### config.mk
export PLATFORM = sky130hd
export DESIGN_NAME = rom_port_arbiter_flat
export DESIGN_NICKNAME = d
export VERILOG_FILES = /design/src/rtl/mcr_mem_pkg.sv /design/src/rtl/rom_port_arbiter_if.sv /design/src/rtl/rom_wr_buffer.sv /design/src/rtl/rom_port_arbiter.sv /design/src/flat_wrapper.sv
export SDC_FILE = /design/constraint.sdc
export NUM_CORES = 1
export LEC_CHECK = 0
export CORE_MARGIN = 8
export CORE_UTILIZATION = 45
export CTS_BUF_LIST = sky130_fd_sc_hd__clkbuf_16
export DETAILED_ROUTE_END_ITERATION = 12
export DONT_BUFFER_PORTS = 1
export GPL_TIMING_DRIVEN = 0
export SLEW_MARGIN = 10
export SYNTH_ARGS = -nofsm -noshare
export SYNTH_HDL_FRONTEND = slang
export SYNTH_HIERARCHICAL = 1
export SYNTH_SLANG_ARGS = --single-unit
### constraint.sdc
create_clock -name clk_sys -period 3 [get_ports clk_sys]
set_clock_uncertainty 0.05 [all_clocks]
set_input_delay 0 -clock clk_sys [delete_from_list [all_inputs] [get_ports clk_sys]]
set_output_delay 0 -clock clk_sys [all_outputs]
set_load 0.01 [all_outputs]
### src/rtl/mcr_mem_pkg.sv
// mcr_mem_pkg: shared state/client encodings and ROM region bases for the program-ROM arbiter
package mcr_mem_pkg;
    typedef enum logic [2:0] {IDLE, RD_ADDR, RD_WAIT, RD_DONE, WRITE} state_e;
    typedef enum logic {CLI_CPU, CLI_SND} client_e;
    localparam logic [15:0] CPU_BASE_DEF = 16'h0000;
    localparam logic [15:0] SND_BASE_DEF = 16'h8000;
endpackage

### src/rtl/rom_port_arbiter_if.sv
// rom_port_arbiter_if: download, CPU fetch, sound fetch and BRAM signals of the ROM arbiter
interface rom_port_arbiter_if #(
    parameter int MEM_AW = 16,
    parameter int CPU_AW = 15,
    parameter int SND_AW = 14
);
    logic              dl_active;
    logic              dl_wr;
    logic [24:0]       dl_addr;
    logic [7:0]        dl_data;
    logic              cpu_req;
    logic [CPU_AW-1:0] cpu_addr;
    logic              cpu_ack;
    logic [7:0]        cpu_data;
    logic              snd_req;
    logic [SND_AW-1:0] snd_addr;
    logic              snd_ack;
    logic [7:0]        snd_data;
    logic [MEM_AW-1:0] mem_addr;
    logic              mem_we;
    logic [7:0]        mem_d;
    logic [7:0]        mem_q;
    logic              rom_loaded;
    logic              wr_overflow;
    modport master (
        output dl_active, dl_wr, dl_addr, dl_data, cpu_req, cpu_addr, snd_req, snd_addr, mem_q,
        input  cpu_ack, cpu_data, snd_ack, snd_data, mem_addr, mem_we, mem_d, rom_loaded, wr_overflow
    );
    modport slave (
        input  dl_active, dl_wr, dl_addr, dl_data, cpu_req, cpu_addr, snd_req, snd_addr, mem_q,
        output cpu_ack, cpu_data, snd_ack, snd_data, mem_addr, mem_we, mem_d, rom_loaded, wr_overflow
    );
endinterface

### src/rtl/rom_wr_buffer.sv
// rom_wr_buffer: one-entry download byte buffer with sticky overflow flag
module rom_wr_buffer (
    input  logic        clk_sys,
    input  logic        reset_n,
    input  logic        wr_i,
    input  logic [24:0] addr_i,
    input  logic [7:0]  data_i,
    input  logic        drain_i,
    output logic        full_o,
    output logic [15:0] addr_o,
    output logic [7:0]  data_o,
    output logic        overflow_o
);
    logic        full_q, full_d, ovf_q, ovf_d, accept, load;
    logic [15:0] addr_q, addr_d;
    logic [7:0]  data_q, data_d;

    // a byte arriving in the same cycle the entry drains refills it
    always_comb begin
        accept = wr_i && addr_i[24:16] == '0;
        load   = accept && (!full_q || drain_i);
        full_d = load || (full_q && !drain_i);
        ovf_d  = ovf_q || (accept && full_q && !drain_i);
        addr_d = load ? addr_i[15:0] : addr_q;
        data_d = load ? data_i : data_q;
    end

    always_ff @(posedge clk_sys) begin
        if (!reset_n) begin
            full_q <= 1'b0;
            ovf_q  <= 1'b0;
            addr_q <= '0;
            data_q <= '0;
        end else begin
            full_q <= full_d;
            ovf_q  <= ovf_d;
            addr_q <= addr_d;
            data_q <= data_d;
        end
    end

    assign full_o     = full_q;
    assign addr_o     = addr_q;
    assign data_o     = data_q;
    assign overflow_o = ovf_q;
endmodule

### src/rtl/rom_port_arbiter.sv
// rom_port_arbiter: shares one single-port program-ROM BRAM between the download writer
// and the round-robin main/sound CPU fetch ports
module rom_port_arbiter
    import mcr_mem_pkg::*;
#(
    parameter int                MEM_AW   = 16,
    parameter int                CPU_AW   = 15,
    parameter int                SND_AW   = 14,
    parameter logic [MEM_AW-1:0] CPU_BASE = MEM_AW'(CPU_BASE_DEF),
    parameter logic [MEM_AW-1:0] SND_BASE = MEM_AW'(SND_BASE_DEF)
) (
    input  logic              clk_sys,
    input  logic              reset_n,
    rom_port_arbiter_if.slave bus
);
    state_e            state_q, state_d;
    client_e           rr_q, rr_d, cli_q, cli_d;
    logic [MEM_AW-1:0] mem_addr_q, mem_addr_d;
    logic              mem_we_q, mem_we_d;
    logic [7:0]        mem_d_q, mem_d_d;
    logic              cpu_ack_q, cpu_ack_d, snd_ack_q, snd_ack_d;
    logic [7:0]        cpu_data_q, cpu_data_d, snd_data_q, snd_data_d;
    logic              dl_active_q, rom_loaded_q, rom_loaded_d;
    logic              buf_full, buf_ovf, drain, cpu_win;
    logic [15:0]       buf_addr;
    logic [7:0]        buf_data;

    rom_wr_buffer u_buf (
        .clk_sys    (clk_sys),
        .reset_n    (reset_n),
        .wr_i       (bus.dl_wr),
        .addr_i     (bus.dl_addr),
        .data_i     (bus.dl_data),
        .drain_i    (drain),
        .full_o     (buf_full),
        .addr_o     (buf_addr),
        .data_o     (buf_data),
        .overflow_o (buf_ovf)
    );

    always_comb begin
        state_d      = state_q;
        rr_d         = rr_q;
        cli_d        = cli_q;
        mem_addr_d   = mem_addr_q;
        mem_we_d     = 1'b0;
        mem_d_d      = mem_d_q;
        cpu_ack_d    = 1'b0;
        snd_ack_d    = 1'b0;
        cpu_data_d   = cpu_data_q;
        snd_data_d   = snd_data_q;
        drain        = 1'b0;
        cpu_win      = bus.cpu_req && (!bus.snd_req || rr_q == CLI_SND);
        rom_loaded_d = rom_loaded_q || (dl_active_q && !bus.dl_active);
        case (state_q)
            IDLE: begin
                if (buf_full) begin
                    state_d    = WRITE;
                    drain      = 1'b1;
                    mem_we_d   = 1'b1;
                    mem_addr_d = MEM_AW'(buf_addr);
                    mem_d_d    = buf_data;
                end else if (!bus.dl_active && (bus.cpu_req || bus.snd_req)) begin
                    state_d    = RD_ADDR;
                    cli_d      = cpu_win ? CLI_CPU : CLI_SND;
                    rr_d       = cli_d;
                    mem_addr_d = cpu_win ? (CPU_BASE | MEM_AW'(bus.cpu_addr))
                                         : (SND_BASE | MEM_AW'(bus.snd_addr));
                end
            end
            RD_ADDR: state_d = RD_WAIT;
            // BRAM output is valid here; capture so ack and data appear together in RD_DONE
            RD_WAIT: begin
                state_d    = RD_DONE;
                cpu_ack_d  = cli_q == CLI_CPU;
                snd_ack_d  = cli_q == CLI_SND;
                cpu_data_d = cli_q == CLI_CPU ? bus.mem_q : cpu_data_q;
                snd_data_d = cli_q == CLI_SND ? bus.mem_q : snd_data_q;
            end
            default: state_d = IDLE;
        endcase
    end

    always_ff @(posedge clk_sys) begin
        if (!reset_n) begin
            state_q      <= IDLE;
            rr_q         <= CLI_SND;
            cli_q        <= CLI_CPU;
            mem_addr_q   <= '0;
            mem_we_q     <= 1'b0;
            mem_d_q      <= '0;
            cpu_ack_q    <= 1'b0;
            snd_ack_q    <= 1'b0;
            cpu_data_q   <= '0;
            snd_data_q   <= '0;
            dl_active_q  <= 1'b0;
            rom_loaded_q <= 1'b0;
        end else begin
            state_q      <= state_d;
            rr_q         <= rr_d;
            cli_q        <= cli_d;
            mem_addr_q   <= mem_addr_d;
            mem_we_q     <= mem_we_d;
            mem_d_q      <= mem_d_d;
            cpu_ack_q    <= cpu_ack_d;
            snd_ack_q    <= snd_ack_d;
            cpu_data_q   <= cpu_data_d;
            snd_data_q   <= snd_data_d;
            dl_active_q  <= bus.dl_active;
            rom_loaded_q <= rom_loaded_d;
        end
    end

    assign bus.cpu_ack     = cpu_ack_q;
    assign bus.cpu_data    = cpu_data_q;
    assign bus.snd_ack     = snd_ack_q;
    assign bus.snd_data    = snd_data_q;
    assign bus.mem_addr    = mem_addr_q;
    assign bus.mem_we      = mem_we_q;
    assign bus.mem_d       = mem_d_q;
    assign bus.rom_loaded  = rom_loaded_q;
    assign bus.wr_overflow = buf_ovf;
endmodule

### src/flat_wrapper.sv
// flat-port wrapper written by rule: the top's interface ports become plain ports
module rom_port_arbiter_flat import mcr_mem_pkg::*;
#(
    parameter int                MEM_AW   = 16,
    parameter int                CPU_AW   = 15,
    parameter int                SND_AW   = 14,
    parameter logic [MEM_AW-1:0] CPU_BASE = MEM_AW'(CPU_BASE_DEF),
    parameter logic [MEM_AW-1:0] SND_BASE = MEM_AW'(SND_BASE_DEF)
)
  (clk_sys, reset_n, bus_dl_active, bus_dl_wr, bus_dl_addr, bus_dl_data, bus_cpu_req, bus_cpu_addr, bus_snd_req, bus_snd_addr, bus_mem_q, bus_cpu_ack, bus_cpu_data, bus_snd_ack, bus_snd_data, bus_mem_addr, bus_mem_we, bus_mem_d, bus_rom_loaded, bus_wr_overflow);
  rom_port_arbiter_if #(.MEM_AW(MEM_AW), .CPU_AW(CPU_AW), .SND_AW(SND_AW)) bus_i ();
  input  logic clk_sys;
  input  logic reset_n;
  input wire logic [$bits(bus_i.dl_active)-1:0] bus_dl_active;
  input wire logic [$bits(bus_i.dl_wr)-1:0] bus_dl_wr;
  input wire logic [$bits(bus_i.dl_addr)-1:0] bus_dl_addr;
  input wire logic [$bits(bus_i.dl_data)-1:0] bus_dl_data;
  input wire logic [$bits(bus_i.cpu_req)-1:0] bus_cpu_req;
  input wire logic [$bits(bus_i.cpu_addr)-1:0] bus_cpu_addr;
  input wire logic [$bits(bus_i.snd_req)-1:0] bus_snd_req;
  input wire logic [$bits(bus_i.snd_addr)-1:0] bus_snd_addr;
  input wire logic [$bits(bus_i.mem_q)-1:0] bus_mem_q;
  output wire logic [$bits(bus_i.cpu_ack)-1:0] bus_cpu_ack;
  output wire logic [$bits(bus_i.cpu_data)-1:0] bus_cpu_data;
  output wire logic [$bits(bus_i.snd_ack)-1:0] bus_snd_ack;
  output wire logic [$bits(bus_i.snd_data)-1:0] bus_snd_data;
  output wire logic [$bits(bus_i.mem_addr)-1:0] bus_mem_addr;
  output wire logic [$bits(bus_i.mem_we)-1:0] bus_mem_we;
  output wire logic [$bits(bus_i.mem_d)-1:0] bus_mem_d;
  output wire logic [$bits(bus_i.rom_loaded)-1:0] bus_rom_loaded;
  output wire logic [$bits(bus_i.wr_overflow)-1:0] bus_wr_overflow;
  assign bus_i.dl_active = bus_dl_active;
  assign bus_i.dl_wr = bus_dl_wr;
  assign bus_i.dl_addr = bus_dl_addr;
  assign bus_i.dl_data = bus_dl_data;
  assign bus_i.cpu_req = bus_cpu_req;
  assign bus_i.cpu_addr = bus_cpu_addr;
  assign bus_i.snd_req = bus_snd_req;
  assign bus_i.snd_addr = bus_snd_addr;
  assign bus_i.mem_q = bus_mem_q;
  assign bus_cpu_ack = bus_i.cpu_ack;
  assign bus_cpu_data = bus_i.cpu_data;
  assign bus_snd_ack = bus_i.snd_ack;
  assign bus_snd_data = bus_i.snd_data;
  assign bus_mem_addr = bus_i.mem_addr;
  assign bus_mem_we = bus_i.mem_we;
  assign bus_mem_d = bus_i.mem_d;
  assign bus_rom_loaded = bus_i.rom_loaded;
  assign bus_wr_overflow = bus_i.wr_overflow;
  rom_port_arbiter #(.MEM_AW(MEM_AW), .CPU_AW(CPU_AW), .SND_AW(SND_AW), .CPU_BASE(CPU_BASE), .SND_BASE(SND_BASE)) u_core (.clk_sys(clk_sys), .reset_n(reset_n), .bus(bus_i));
endmodule
==> flow_summary.toml <==
[critical_path]
worstSetupPathType = "flip-flop to flip-flop"
worstSetupStartpointType = "flip-flop"
worst-endpoint-arrival_ns = 2.64
cp_data_required_time_ns = 3.20
top_fanout_value_on_the_critical_path = 10
critical_path.endpoint_type = "flip-flop"

[power_and_ir_drop]
part_of_the_power_in_registers_pct = 47.1
combinationalPowerShare_pct = 12.7
p_leak_nw = 1.538
power_switching_share_pct = 24.78
power_w = 0.002302
internal-power_w = 0.001731
vdd.ir_drop.worst_mv = 0.2901
power_density_nw_per_um2 = 526.2
total_switching_power_w = 0.0005704
clkPwrFrac_pct = 40.2

[clocking]
clkLatencyLatePin_ns = 0.33
cts_max_level = 3
clock_sinks = 76
clk_path_buf_depth = 2
cts_made_buffers = 9
tritoncts = "yes"
cts_post_setup_buffers_inserted = 0
cts-resized-gates = 0
clk_pin_slew_ns = 0.05
clockRootBuffer = "clkbuf_16"
cts-hold-fix-buffers = 66

[yosys]
yosys_register_bits = 76
synth.area.top_cells = "dfxtp_1, nand2_1, mux2i_1, a21boi_0, o2111ai_1"
synth_enable_flop_cells = 0
cell_count_after_synthesis = 372
synth.largest_area_cell = "dfxtp_1"
synth.lib_cells_used.distinct = 40
ys_async_sr_fraction_pct = 0
netlist_area_um2 = 3339
yosys_most_used_dff = "dfxtp_1"
synthesis.nets = 448
yosysWarningCount = 6
netlist.area_leader.share_pct = 45.56
post_synth.cell_area_avg_um2 = 8.977
ys_seq_area_share_pct = 45.56

[timing]
max_slew.worst_pin.slew_ns = 0.7775
setup_total_negative_slack_ns = 0
max_slew_violation_count = 0
final.min_clock_period_ns = 2.437
finalSetupViolations = 0
max_slew_headroom_pct = 48.03
postLayoutSetupSlackWorst_ns = 0.5635
fmaxAchievable_mhz = 410.4
rsz0062_at_grt = "no"
final_cycle_share_pct = 81.22
final_hold_viol_count = 0

[floorplanning]
initial_core_util_pct = 46.29
fp.dieH_um = 102.1
die-width_um = 102.1
num_rows = 31
core-area_um2 = 7214
boundaryPins = 121
design.die.area_um2 = 10430

[route]
routed_wirelength_um = 9641
remaining_antenna_violation_count_after_routing = 0
post-route-drc-count = 0
route.detailed.wl_per_inst_um = 17.47
first_pass_iters = 4
viasPerCell = 5.444
num_vias = 3005
detailed_route_iter0_violations = 127

[placed_design]
place_ws_ns = 0.6210
port-buffer-count = 0
detailedPlacementHpwl_um = 6779
gpl.final_weighted_congestion = 0.8243

[global_route]
globalRoute.totalOverflow = 0
via_count_of_the_first_global_routing_pass = 3035
grt_antenna_before_repair = 0
global_route.usage.total_pct = 18.84
grt_first_pass_wirelength_um = 15190
pin_count_of_the_biggest_net_entering_global_routing = 12

[min_path]
min_path_type = "primary input to flip-flop"

[layout]
antenna_cells = 0
design.final.nets = 525
layout.area.seq_um2 = 1521
area_delta_synth_final_pct = 30.99
proportion_of_layout_cells_with_a_drive_suffix_above_1_pct = 10.82
fillerInstances = 660
area_used_by_multi_input_combinational_logic_um2 = 1613

[run_status]
outcome = "finished, final reports clean"

[job]
drv_cap = 0
-- kinds of logic after synthesis --
kind of cell,after synthesis,synth area share (%)
AND/OR/NAND/NOR,129,17.65
AO/OA/AOI/OAI,106,22.89
flip-flops,76,45.56
XOR/XNOR,1,0.2623
buffers and inverters,35,6.144
multiplexers,25,7.493
-- metal layers --
metal	vias up	part of all wire, %	routed length (um)	GRT usage [%]
li1	1465	-	-	-
met1	1429	42	4059	21.86
met2	98	49	4710	31.58
met3	13	7.5	720	5.518
met4	0	1.6	150	7.901
met5	-	0	0	0
-- sequential cells by signal, summed over array words and instances (netlist names), 3 cells and up --
signal	count
u_core/bus.cpu_data	8
u_core/bus.mem_addr	16
u_core/bus.mem_d	8
u_core/bus.snd_data	8
u_core/state_q	3
u_core/u_buf/addr_o	16
u_core/u_buf/data_o	8
-- power groups by stage --
stage | Clock, W | Sequential [W] | Combinational, W
floorplan | 0 | 0.00110 | 0.000162
global placement | 0 | 0.00111 | 0.000202
detailed placement | 0 | 0.00111 | 0.000206
CTS | 0.000948 | 0.00109 | 0.000289
global route | 0.000995 | 0.00109 | 0.000319
finish | 0.000925 | 0.00108 | 0.000293
-- layout by cell type (no fill, tap or decap), types with 2 or more instances in the layout --
master	netlist	layout
nand2_1	102	102
dfxtp_1	76	76
dlygate4sd3_1	0	66
mux2i_1	25	25
a21boi_0	24	24
clkbuf_1	16	16
a21oi_1	15	15
o2111ai_1	15	15
o21ai_0	14	14
a31o_2	14	14
o211ai_1	14	14
clkbuf_16	0	9
buf_2	9	9
inv_1	2	4
buf_6	4	4
nor2_1	3	3
and3_1	3	3
nand3_1	3	3
o21ai_1	3	3
and2_1	3	3
clkinv_2	0	2
clkinv_1	0	2
nor3_4	2	2
nor4b_2	2	2
nand2b_1	2	2
a31oi_1	2	2
buf_12	2	2
-- final timing paths --
path	end	cells after the start	slack, ns	start
worst min register to register	u_core/u_buf/data_o[5]	2	0.40	u_core/u_buf/data_o[5]
worst max-delay path	u_core/u_buf/addr_o[3]	8	0.56	u_core/u_buf/full_o
worst max register to register	u_core/u_buf/addr_o[3]	8	0.56	u_core/u_buf/full_o
worst min-delay path	u_core/bus.mem_addr[15]	3	0.07	reset_n
-- area by class of cell --
class	count	area share [%]
repair buffers	66	15.10
multi-input cells	261	36.87
flip-flops and latches	76	34.78
clock buffers	9	5.149
well taps	99	2.832
inverters	3	0.2574
clock inverters	6	0.5721
plain buffers	32	4.434
-- per-stage QoR --
| stage | instances | cell area, um2 | hold slack (ns) | utilization (%) |
|---|---|---|---|---|
| floorplan | 372 | 3339 | 0.07171 | - |
| global placement | 471 | 3463 | 0.07271 | 48.01 |
| detailed placement | 471 | 3463 | 0.07677 | 48.01 |
| CTS | 552 | 4374 | 0.04401 | 60.63 |
| global route | 552 | 4374 | 0.1098 | 60.63 |
| finish | 552 | 4374 | 0.07492 | 60.63 |
-- cell usage after synthesis (2+ instances only) --
cell,number
nand2_1,102
dfxtp_1,76
mux2i_1,25
a21boi_0,24
clkbuf_1,16
a21oi_1,15
o2111ai_1,15
a31o_2,14
o211ai_1,14
o21ai_0,14
buf_2,9
buf_6,4
and2_1,3
and3_1,3
nand3_1,3
nor2_1,3
o21ai_1,3
a31oi_1,2
buf_12,2
inv_1,2
nand2b_1,2
nor3_4,2
nor4b_2,2
-- critical path, cell delays in order, from the launching register on --
cell and delay [ns]:
dfxtp_1 0.39, clkbuf_1 0.48, nand2_2 0.29, inv_2 0.23, nand2b_1 0.20, and4_1 0.22
buf_6 0.15, buf_12 0.15, mux2i_1 0.19
Power figures use the tool's default switching activity.
